File: src/rtl/tour_cmd_if.sv
// Signal bundle between tour_cmd, the tour solver, the UART wrapper and the command processor.
// master: the tour_cmd side. slave: the surrounding environment.
interface tour_cmd_if;
   logic        start_tour;
   logic [7:0]  move;
   logic [4:0]  mv_indx;
   logic [15:0] cmd_UART;
   logic        cmd_rdy_UART;
   logic        clr_cmd_rdy_UART;
   logic [15:0] cmd;
   logic        cmd_rdy;
   logic        clr_cmd_rdy;
   logic        send_resp;
   logic [7:0]  resp;

   modport master (
      input  start_tour, move, cmd_UART, cmd_rdy_UART, clr_cmd_rdy, send_resp,
      output mv_indx, clr_cmd_rdy_UART, cmd, cmd_rdy, resp
   );

   modport slave (
      output start_tour, move, cmd_UART, cmd_rdy_UART, clr_cmd_rdy, send_resp,
      input  mv_indx, clr_cmd_rdy_UART, cmd, cmd_rdy, resp
   );
endinterface

File: src/rtl/tour_cmd.sv
// Replays a solved 24-move knight's tour as vertical/horizontal motion commands,
// muxing them in front of the UART command path while the tour runs.
module tour_cmd (
   input logic        clk,
   input logic        rst_n,
   tour_cmd_if.master bus
);

   localparam logic [2:0] IDLE   = 3'd0;
   localparam logic [2:0] VERT   = 3'd1;
   localparam logic [2:0] HOLD_V = 3'd2;
   localparam logic [2:0] HORZ   = 3'd3;
   localparam logic [2:0] HOLD_H = 3'd4;

   localparam logic [7:0] HDG_N = 8'h00;
   localparam logic [7:0] HDG_W = 8'h3F;
   localparam logic [7:0] HDG_S = 8'h7F;
   localparam logic [7:0] HDG_E = 8'hBF;

   logic [2:0]  state_q, state_d;
   logic [4:0]  mv_indx_q, mv_indx_d;
   logic [15:0] vert_cmd, horz_cmd;
   logic        last_move;

   assign last_move   = (mv_indx_q == 5'd23);
   assign bus.mv_indx = mv_indx_q;

   always_ff @(posedge clk or negedge rst_n) begin
      if (!rst_n) begin
         state_q   <= IDLE;
         mv_indx_q <= 5'd0;
      end else begin
         state_q   <= state_d;
         mv_indx_q <= mv_indx_d;
      end
   end

   // send_resp only counts in the HOLD states, so a late response can never skip a leg.
   always_comb begin
      state_d   = state_q;
      mv_indx_d = mv_indx_q;
      case (state_q)
         IDLE: begin
            if (bus.start_tour) begin
               state_d   = VERT;
               mv_indx_d = 5'd0;
            end
         end
         VERT:   if (bus.clr_cmd_rdy) state_d = HOLD_V;
         HOLD_V: if (bus.send_resp)   state_d = HORZ;
         HORZ:   if (bus.clr_cmd_rdy) state_d = HOLD_H;
         HOLD_H: begin
            if (bus.send_resp) begin
               if (last_move) begin
                  state_d = IDLE;
               end else begin
                  state_d   = VERT;
                  mv_indx_d = mv_indx_q + 5'd1;
               end
            end
         end
         default: state_d = IDLE;
      endcase
   end

   // One-hot move -> two legs; anything not one-hot gives zero-length legs.
   always_comb begin
      vert_cmd = {4'b0010, HDG_N, 4'd0};
      horz_cmd = {4'b0011, HDG_N, 4'd0};
      case (bus.move)
         8'h01: begin vert_cmd = {4'b0010, HDG_N, 4'd2}; horz_cmd = {4'b0011, HDG_E, 4'd1}; end
         8'h02: begin vert_cmd = {4'b0010, HDG_N, 4'd2}; horz_cmd = {4'b0011, HDG_W, 4'd1}; end
         8'h04: begin vert_cmd = {4'b0010, HDG_N, 4'd1}; horz_cmd = {4'b0011, HDG_W, 4'd2}; end
         8'h08: begin vert_cmd = {4'b0010, HDG_S, 4'd1}; horz_cmd = {4'b0011, HDG_W, 4'd2}; end
         8'h10: begin vert_cmd = {4'b0010, HDG_S, 4'd2}; horz_cmd = {4'b0011, HDG_W, 4'd1}; end
         8'h20: begin vert_cmd = {4'b0010, HDG_S, 4'd2}; horz_cmd = {4'b0011, HDG_E, 4'd1}; end
         8'h40: begin vert_cmd = {4'b0010, HDG_S, 4'd1}; horz_cmd = {4'b0011, HDG_E, 4'd2}; end
         8'h80: begin vert_cmd = {4'b0010, HDG_N, 4'd1}; horz_cmd = {4'b0011, HDG_E, 4'd2}; end
         default: ;
      endcase
   end

   always_comb begin
      bus.cmd              = bus.cmd_UART;
      bus.cmd_rdy          = bus.cmd_rdy_UART;
      bus.clr_cmd_rdy_UART = bus.clr_cmd_rdy;
      bus.resp             = 8'h5A;
      case (state_q)
         IDLE:   bus.resp = 8'hA5;
         VERT:   begin bus.cmd = vert_cmd; bus.cmd_rdy = 1'b1; bus.clr_cmd_rdy_UART = 1'b0; end
         HOLD_V: begin bus.cmd = vert_cmd; bus.cmd_rdy = 1'b0; bus.clr_cmd_rdy_UART = 1'b0; end
         HORZ:   begin bus.cmd = horz_cmd; bus.cmd_rdy = 1'b1; bus.clr_cmd_rdy_UART = 1'b0; end
         HOLD_H: begin
            bus.cmd              = horz_cmd;
            bus.cmd_rdy          = 1'b0;
            bus.clr_cmd_rdy_UART = 1'b0;
            if (last_move) bus.resp = 8'hA5;
         end
         default: begin bus.cmd_rdy = 1'b0; bus.clr_cmd_rdy_UART = 1'b0; end
      endcase
   end

endmodule

File: src/flat_wrapper.sv
// flat-port wrapper written by rule: the top's interface ports become plain ports
module tour_cmd_flat 
  (clk, rst_n, bus_start_tour, bus_move, bus_cmd_UART, bus_cmd_rdy_UART, bus_clr_cmd_rdy, bus_send_resp, bus_mv_indx, bus_clr_cmd_rdy_UART, bus_cmd, bus_cmd_rdy, bus_resp);
  tour_cmd_if bus_i ();
  input logic clk;
  input logic rst_n;
  input wire logic [$bits(bus_i.start_tour)-1:0] bus_start_tour;
  input wire logic [$bits(bus_i.move)-1:0] bus_move;
  input wire logic [$bits(bus_i.cmd_UART)-1:0] bus_cmd_UART;
  input wire logic [$bits(bus_i.cmd_rdy_UART)-1:0] bus_cmd_rdy_UART;
  input wire logic [$bits(bus_i.clr_cmd_rdy)-1:0] bus_clr_cmd_rdy;
  input wire logic [$bits(bus_i.send_resp)-1:0] bus_send_resp;
  output wire logic [$bits(bus_i.mv_indx)-1:0] bus_mv_indx;
  output wire logic [$bits(bus_i.clr_cmd_rdy_UART)-1:0] bus_clr_cmd_rdy_UART;
  output wire logic [$bits(bus_i.cmd)-1:0] bus_cmd;
  output wire logic [$bits(bus_i.cmd_rdy)-1:0] bus_cmd_rdy;
  output wire logic [$bits(bus_i.resp)-1:0] bus_resp;
  assign bus_i.start_tour = bus_start_tour;
  assign bus_i.move = bus_move;
  assign bus_i.cmd_UART = bus_cmd_UART;
  assign bus_i.cmd_rdy_UART = bus_cmd_rdy_UART;
  assign bus_i.clr_cmd_rdy = bus_clr_cmd_rdy;
  assign bus_i.send_resp = bus_send_resp;
  assign bus_mv_indx = bus_i.mv_indx;
  assign bus_clr_cmd_rdy_UART = bus_i.clr_cmd_rdy_UART;
  assign bus_cmd = bus_i.cmd;
  assign bus_cmd_rdy = bus_i.cmd_rdy;
  assign bus_resp = bus_i.resp;
  tour_cmd u_core (.clk(clk), .rst_n(rst_n), .bus(bus_i));
endmodule
File: config.mk
export PLATFORM = sky130hd
export DESIGN_NAME = tour_cmd_flat
export DESIGN_NICKNAME = d
export VERILOG_FILES = /design/src/rtl/tour_cmd_if.sv /design/src/rtl/tour_cmd.sv /design/src/flat_wrapper.sv
export SDC_FILE = /design/constraint.sdc
export NUM_CORES = 1
export LEC_CHECK = 0
export ABC_AREA = 1
export BUFFER_PORTS_ARGS = -buffer_cell sky130_fd_sc_hd__buf_2
export CAP_MARGIN = 20
export CORE_ASPECT_RATIO = 1.4
export CORE_MARGIN = 3
export CORE_UTILIZATION = 42
export CTS_CLUSTER_DIAMETER = 150
export CTS_CLUSTER_SIZE = 16
export DETAILED_ROUTE_END_ITERATION = 12
export PLACE_DENSITY = 0.79
export SYNTH_ARGS = -nofsm -noshare
export SYNTH_HDL_FRONTEND = slang
export SYNTH_SLANG_ARGS = --single-unit
File: constraint.sdc
create_clock -name clk -period 2.1 [get_ports clk]
set_input_delay 0.42 -clock clk [delete_from_list [all_inputs] [get_ports clk]]
set_output_delay 0.42 -clock clk [all_outputs]
set_load 0.05 [all_outputs]
==> Yosys cells after proc, flatten, opt, wreduce, memory -nomap -nowiden <==
Cells that the tools add are included.
{ "op_classes": {"n_addsub": 1, "n_eq_ne": 19, "muxes": 18, "n_reduce_logical": 15} }
{ "ops": {"columns": ["operator", "n"], "rows": [
  ["$pmux W12 S4", 1],
  ["$pmux W11 S4", 1],
  ["$pmux W16 S2", 1],
  ["$reduce_or A2 Y1", 11],
  ["$pmux W8 S2", 1],
  ["$mux W3", 5],
  ["$mux W5", 3],
  ["$pmux W3 S5", 1],
  ["$ne A2 B2 Y1 const B", 6],
  ["$pmux W5 S2", 1],
  ["$eq A8 B1 Y1 const B", 1],
  ["$eq A8 B2 Y1 const B", 1],
  ["$eq A8 B3 Y1 const B", 1],
  ["$eq A8 B4 Y1 const B", 1],
  ["$eq A8 B5 Y1 const B", 1],
  ["$eq A8 B6 Y1 const B", 1],
  ["$eq A8 B7 Y1 const B", 1],
  ["$eq A8 B8 Y1 const B", 1],
  ["$mux W8", 1],
  ["$eq A3 B2 Y1 const B", 2],
  ["$add A5 B1 Y5 const B", 1],
  ["$eq A5 B5 Y1 const B", 1],
  ["$reduce_and A5 Y1", 1],
  ["$reduce_and A4 Y1", 1],
  ["6 further kinds", 7]
]} }
{ "word_totals": {"register_bits": 8, "inputBits": 30, "output_inout_bits": 31, "elab_cells": 55} }

==> Logic depth before layout (Yosys ltp) <==
{ "depth": {"depth_word": 4, "mapped_depth": 9, "depth_no_buf": 9} }

==> Least setup slack after synthesis <==
OpenSTA, ideal clock, no wires.
{ "synth_timing": {"path_type": "flip-flop to output port", "start": "register u_core.mv_indx_q[0] (netlist: u_core.bus.mv_indx[0])", "end": "output bus_resp[2]", "arrival_ns": 3.415, "setup_slack_ns": -1.735, "path_stages_with_launch": 7, "cell_sequence": "dfrtp_1 -> ha_1 -> nand2_1 -> nor3_1 -> o21ai_0 -> inv_1 -> buf_4"} }
{ "synth_between": {"elab_chain_len": 3} }
{ "synth_rtl": {"columns": ["item", "line", "rtl"], "rows": [
  ["from (decl)", "tour_cmd.sv:21", "logic [4:0] mv_indx_q, mv_indx_d;"],
  ["from (signal assigned)", "tour_cmd.sv:34", "mv_indx_q <= mv_indx_d;"],
  ["$eq A5 B5 Y1", "tour_cmd.sv:25", "assign last_move = (mv_indx_q == 5'd23);"],
  ["$mux W8", "tour_cmd.sv:97", "if (last_move) bus.resp = 8'hA5;"],
  ["$pmux W8 S2", "tour_cmd.sv:88", "case (state_q)"],
  ["to (decl)", "flat_wrapper.sv:17", "output wire logic [$bits(bus_i.resp)-1:0] bus_resp;"]
]} }
No other way between the ends.

==> Final worst setup path <==
{ "layout_timing": {"start": "register u_core.state_q[1]", "end": "output bus_cmd[5]"} }
{ "layout_between": {"elab_chain_len": 3} }
{ "layout_rtl": {"columns": ["item", "line", "rtl"], "rows": [
  ["from (decl)", "tour_cmd.sv:20", "logic [2:0] state_q, state_d;"],
  ["from (signal assigned)", "tour_cmd.sv:33", "state_q <= state_d;"],
  ["$eq A3 B2 Y1, or another cell as far along", "tour_cmd.sv:88", null],
  ["$reduce_or A2 Y1 (no line)", null, null],
  ["$pmux W16 S2 *", "tour_cmd.sv:88", null],
  ["to (decl)", "flat_wrapper.sv:15", "output wire logic [$bits(bus_i.cmd)-1:0] bus_cmd;"]
]} }
Mark *: on every way between the ends. The rest lies on a longest branch, timed or not.

==> results_dict.tcl <==
set metrics [dict create \
    grt_start_max_net_pins 11 \
    die_h_um 63.0 \
    cts_buffers 3 \
    hold_path_class "in -> reg" \
    clkTransAtPathRegs_ns 0.05 \
    standard_cell_with_the_maximum_stage_delay_on_the_critical_path "dfrtp_2" \
    first_global_vias 1211 \
    final_critical_path_setup_slack_ns -0.0217 \
    slew_headroom_pct 78.5 \
    clk_path_buf_depth 2 \
    critical_path.endpoint_type "output port" \
    ys_types 24 \
    failed_checks "negative setup slack" \
    io_pins 61 \
    grt_pass1_wl_mm 4.40 \
    clock_sink_count 8 \
    n_antenna_cell 0 \
    area_growth_pct 59.4 \
    clk_latency_ns 0.25 \
    drtIter0Drc 12 \
    syn_nets 198 \
    total_area_of_multi_input_combinational_cells_um2 724 \
    timing.critical_path.cells "nor2_4 -> inv_2 -> nand3_2 -> inv_2 -> nor2_4 -> buf_6 -> nand2_1 -> nand3_1 -> buf_6" \
    setup_viol 1 \
    floorplan.rows 20 \
    nets 263 \
    r2r_end "u_core.bus.mv_indx[0]" \
    layout.area.seq_um2 205 \
    setup.reg_to_reg.worst_slack_ns 0.70 \
    cts_tree "done" \
    global_route.overflow_total 0 \
    place.gp.congestion 0.902 \
    drt_pre_antenna_iters 4 \
    final-hold-violation-count 0 \
    setup.worst_path.start_class "flop" \
    post_route_cells_drive_above_1_share_pct 50.2 \
    holdPathStages 2 \
    syn-instance-count 167 \
    pre_cts_ws_ns 0.0240 \
    post_drt_via_cell_ratio 4.98 \
    initial_utilization_pct 44.7 \
    post_syn_area_um2 973 \
    slowest_delay_ns 0.44 \
    filler_cell_count 192 \
    max_slew.worst_pin.slew_ns 0.318 \
    synth.avg_cell_area_um2 5.83 \
    synth-seq-cells 8 \
    synth-warning-count 0 \
    final-max-slew-violation-count 0 \
    timing.fmax_ghz 0.471 \
    synth_top_family_by_area "simple AND/OR/NAND/NOR gates" \
    root_buffer "clkbuf_4" \
    worstPathMaxFanout 7 \
    core-area_um2 2180 \
    status "complete, but fails checks" \
    placement.cell_area_um2 1320 \
    dp_hpwl_mm 2.14 \
    synth_compound_area_share_pct 8.35 \
    place.port_buffers 60 \
    synth-adder-area-share_pct 1.29 \
    htree_levels 1 \
    detail_route.drc_violations 0 \
    critical_path_arrival_ns 1.70 \
    muxShareOfSynthArea_pct 0 \
    ff2ff_path_depth 8 \
    regToRegStartpoint "u_core.state_q[1]" \
    antenna_left 0 \
    layout_worst_path_cycle_share_pct 101 \
    grt_setup_unrepaired "true" \
    timing.setup.critical_path_class "reg -> out" \
    routed_via_count 1260 \
    chipWidth_um 46.7 \
    drt-total-wl_mm 2.83 \
    post_drt_wl_per_cell_um 11.2 \
    worst-endpoint-required_ns 1.68 \
    final_design_area_no_fill_um2 1550 \
    hold_path.startpoint "bus_clr_cmd_rdy" \
    yosysSeqAreaShare_pct 20.6 \
    whs_endpoint "u_core.state_q[0]" \
    fp.dieArea_um2 2940 \
    finalCriticalPeriod_ns 2.12 \
    yosys.area_share.xor_xnor_pct 0.900 \
    area_share_of_and_or_nand_nor_cells_after_synthesis_pct 53.1 \
    globalRouteTotalUtil_pct 19.1 \
    antenna_found_initial 0 \
    finalClockSkew_ns 0.00113 \
    timing.max_cap.violations 0 \
]
[critical path: cells and delay by family, from the launching register on]
kind	cells	cell delay, ns
buf+inv	4	0.45
flops	1	0.44
simple gates	5	0.56
[cells in the mapped netlist (all sizes together)]
master  count  share of area [%]
a21oi       1               0.51
buf         7                5.8
dfrtp       8                 21
ha          1                1.3
inv        26                 10
nand2      54                 24
nand3      24                 13
nand4       1               0.64
nor2       26                 12
nor3        1               0.51
o211ai      1                1.3
o21ai      12                6.6
or2         4                2.6
xor2        1               0.90
[final cells by class]
cell class	count	area share, %
Clock buffer	4	1.69
Tap cell	22	1.77
Timing Repair Buffer	67	29.8
Multi-Input combinational cell	126	46.7
Inverter	26	6.85
Sequential cell	8	13.2
[what timing repair did]
item / CTS / global route
hold buffers: 1 / 0
pin swaps: 2 / 5
setup buffers: 2 / 1
endpoints found under the hold margin: 6 / 0
resized for setup: 17 / 42
endpoints found under the setup margin: 15 / 15
cloned: 0 / 0
[flip-flops by register name (all words and copies together) (netlist names)]
register and flops:
u_core.bus.mv_indx 5, u_core.state_q 3
[logic make-up after synthesis]
kind of cell             count (synthesis)
AND/OR/NAND/NOR                        110
buffers and inverters                   33
AO/OA/AOI/OAI                           14
flip-flops                               8
XOR/XNOR                                 1
adder cells (fa/ha/maj)                  1
[worst max-delay path by stage]
stage,to,start,slack (ns)
after floorplan,bus_resp[2],u_core.bus.mv_indx[1],-0.36
after global placement,bus_cmd[7],bus_move[4],0.05
after detailed placement,bus_cmd[7],bus_move[4],0.02
after CTS,bus_cmd[13],u_core.state_q[0],-0.02
after global routing,bus_cmd[5],u_core.state_q[1],-0.12
final,bus_cmd[5],u_core.state_q[1],-0.02
[per-stage QoR]
stage / hold WS (ns) / std cells / utilization, % / TNS (ns)
5_1_grt: 0.397 / 253 / 71.3 / -0.463
2_1_floorplan: 0.124 / 167 / - / -1.16
6_report: 0.399 / 253 / 71.3 / -0.0217
4_1_cts: 0.397 / 252 / 65.4 / -0.0152
3_5_place_dp: 0.270 / 245 / 60.5 / 0
3_3_place_gp: 0.271 / 245 / 60.5 / 0
[cells in the final DEF (no fill, tap or decap), types with 4 or more instances in the layout]
cell type / Yosys / final
nand3_2: 1 / 4
buf_4: 6 / 7
nand2_2: 5 / 9
inv_2: 5 / 5
nor2_1: 22 / 17
nand2_4: 3 / 6
nand2_1: 46 / 39
buf_6: 1 / 11
dfrtp_2: 0 / 4
inv_1: 21 / 19
nand3_1: 23 / 20
nor2_4: 2 / 4
o21ai_1: 7 / 7
nor2_2: 2 / 5
buf_2: 0 / 45
dfrtp_1: 8 / 4
[routing by layer]
metal | part of all wire [%] | global-route usage, %
met1 | 34 | 19.4
met2 | 56 | 36.0
met3 | 8.5 | 3.17
met5 | 0 | 0
met4 | 0.78 | 6.23
Power is left out: the tool's default activity adds up to more than one toggle a clock period on the data nets, which glitch-free logic cannot reach.
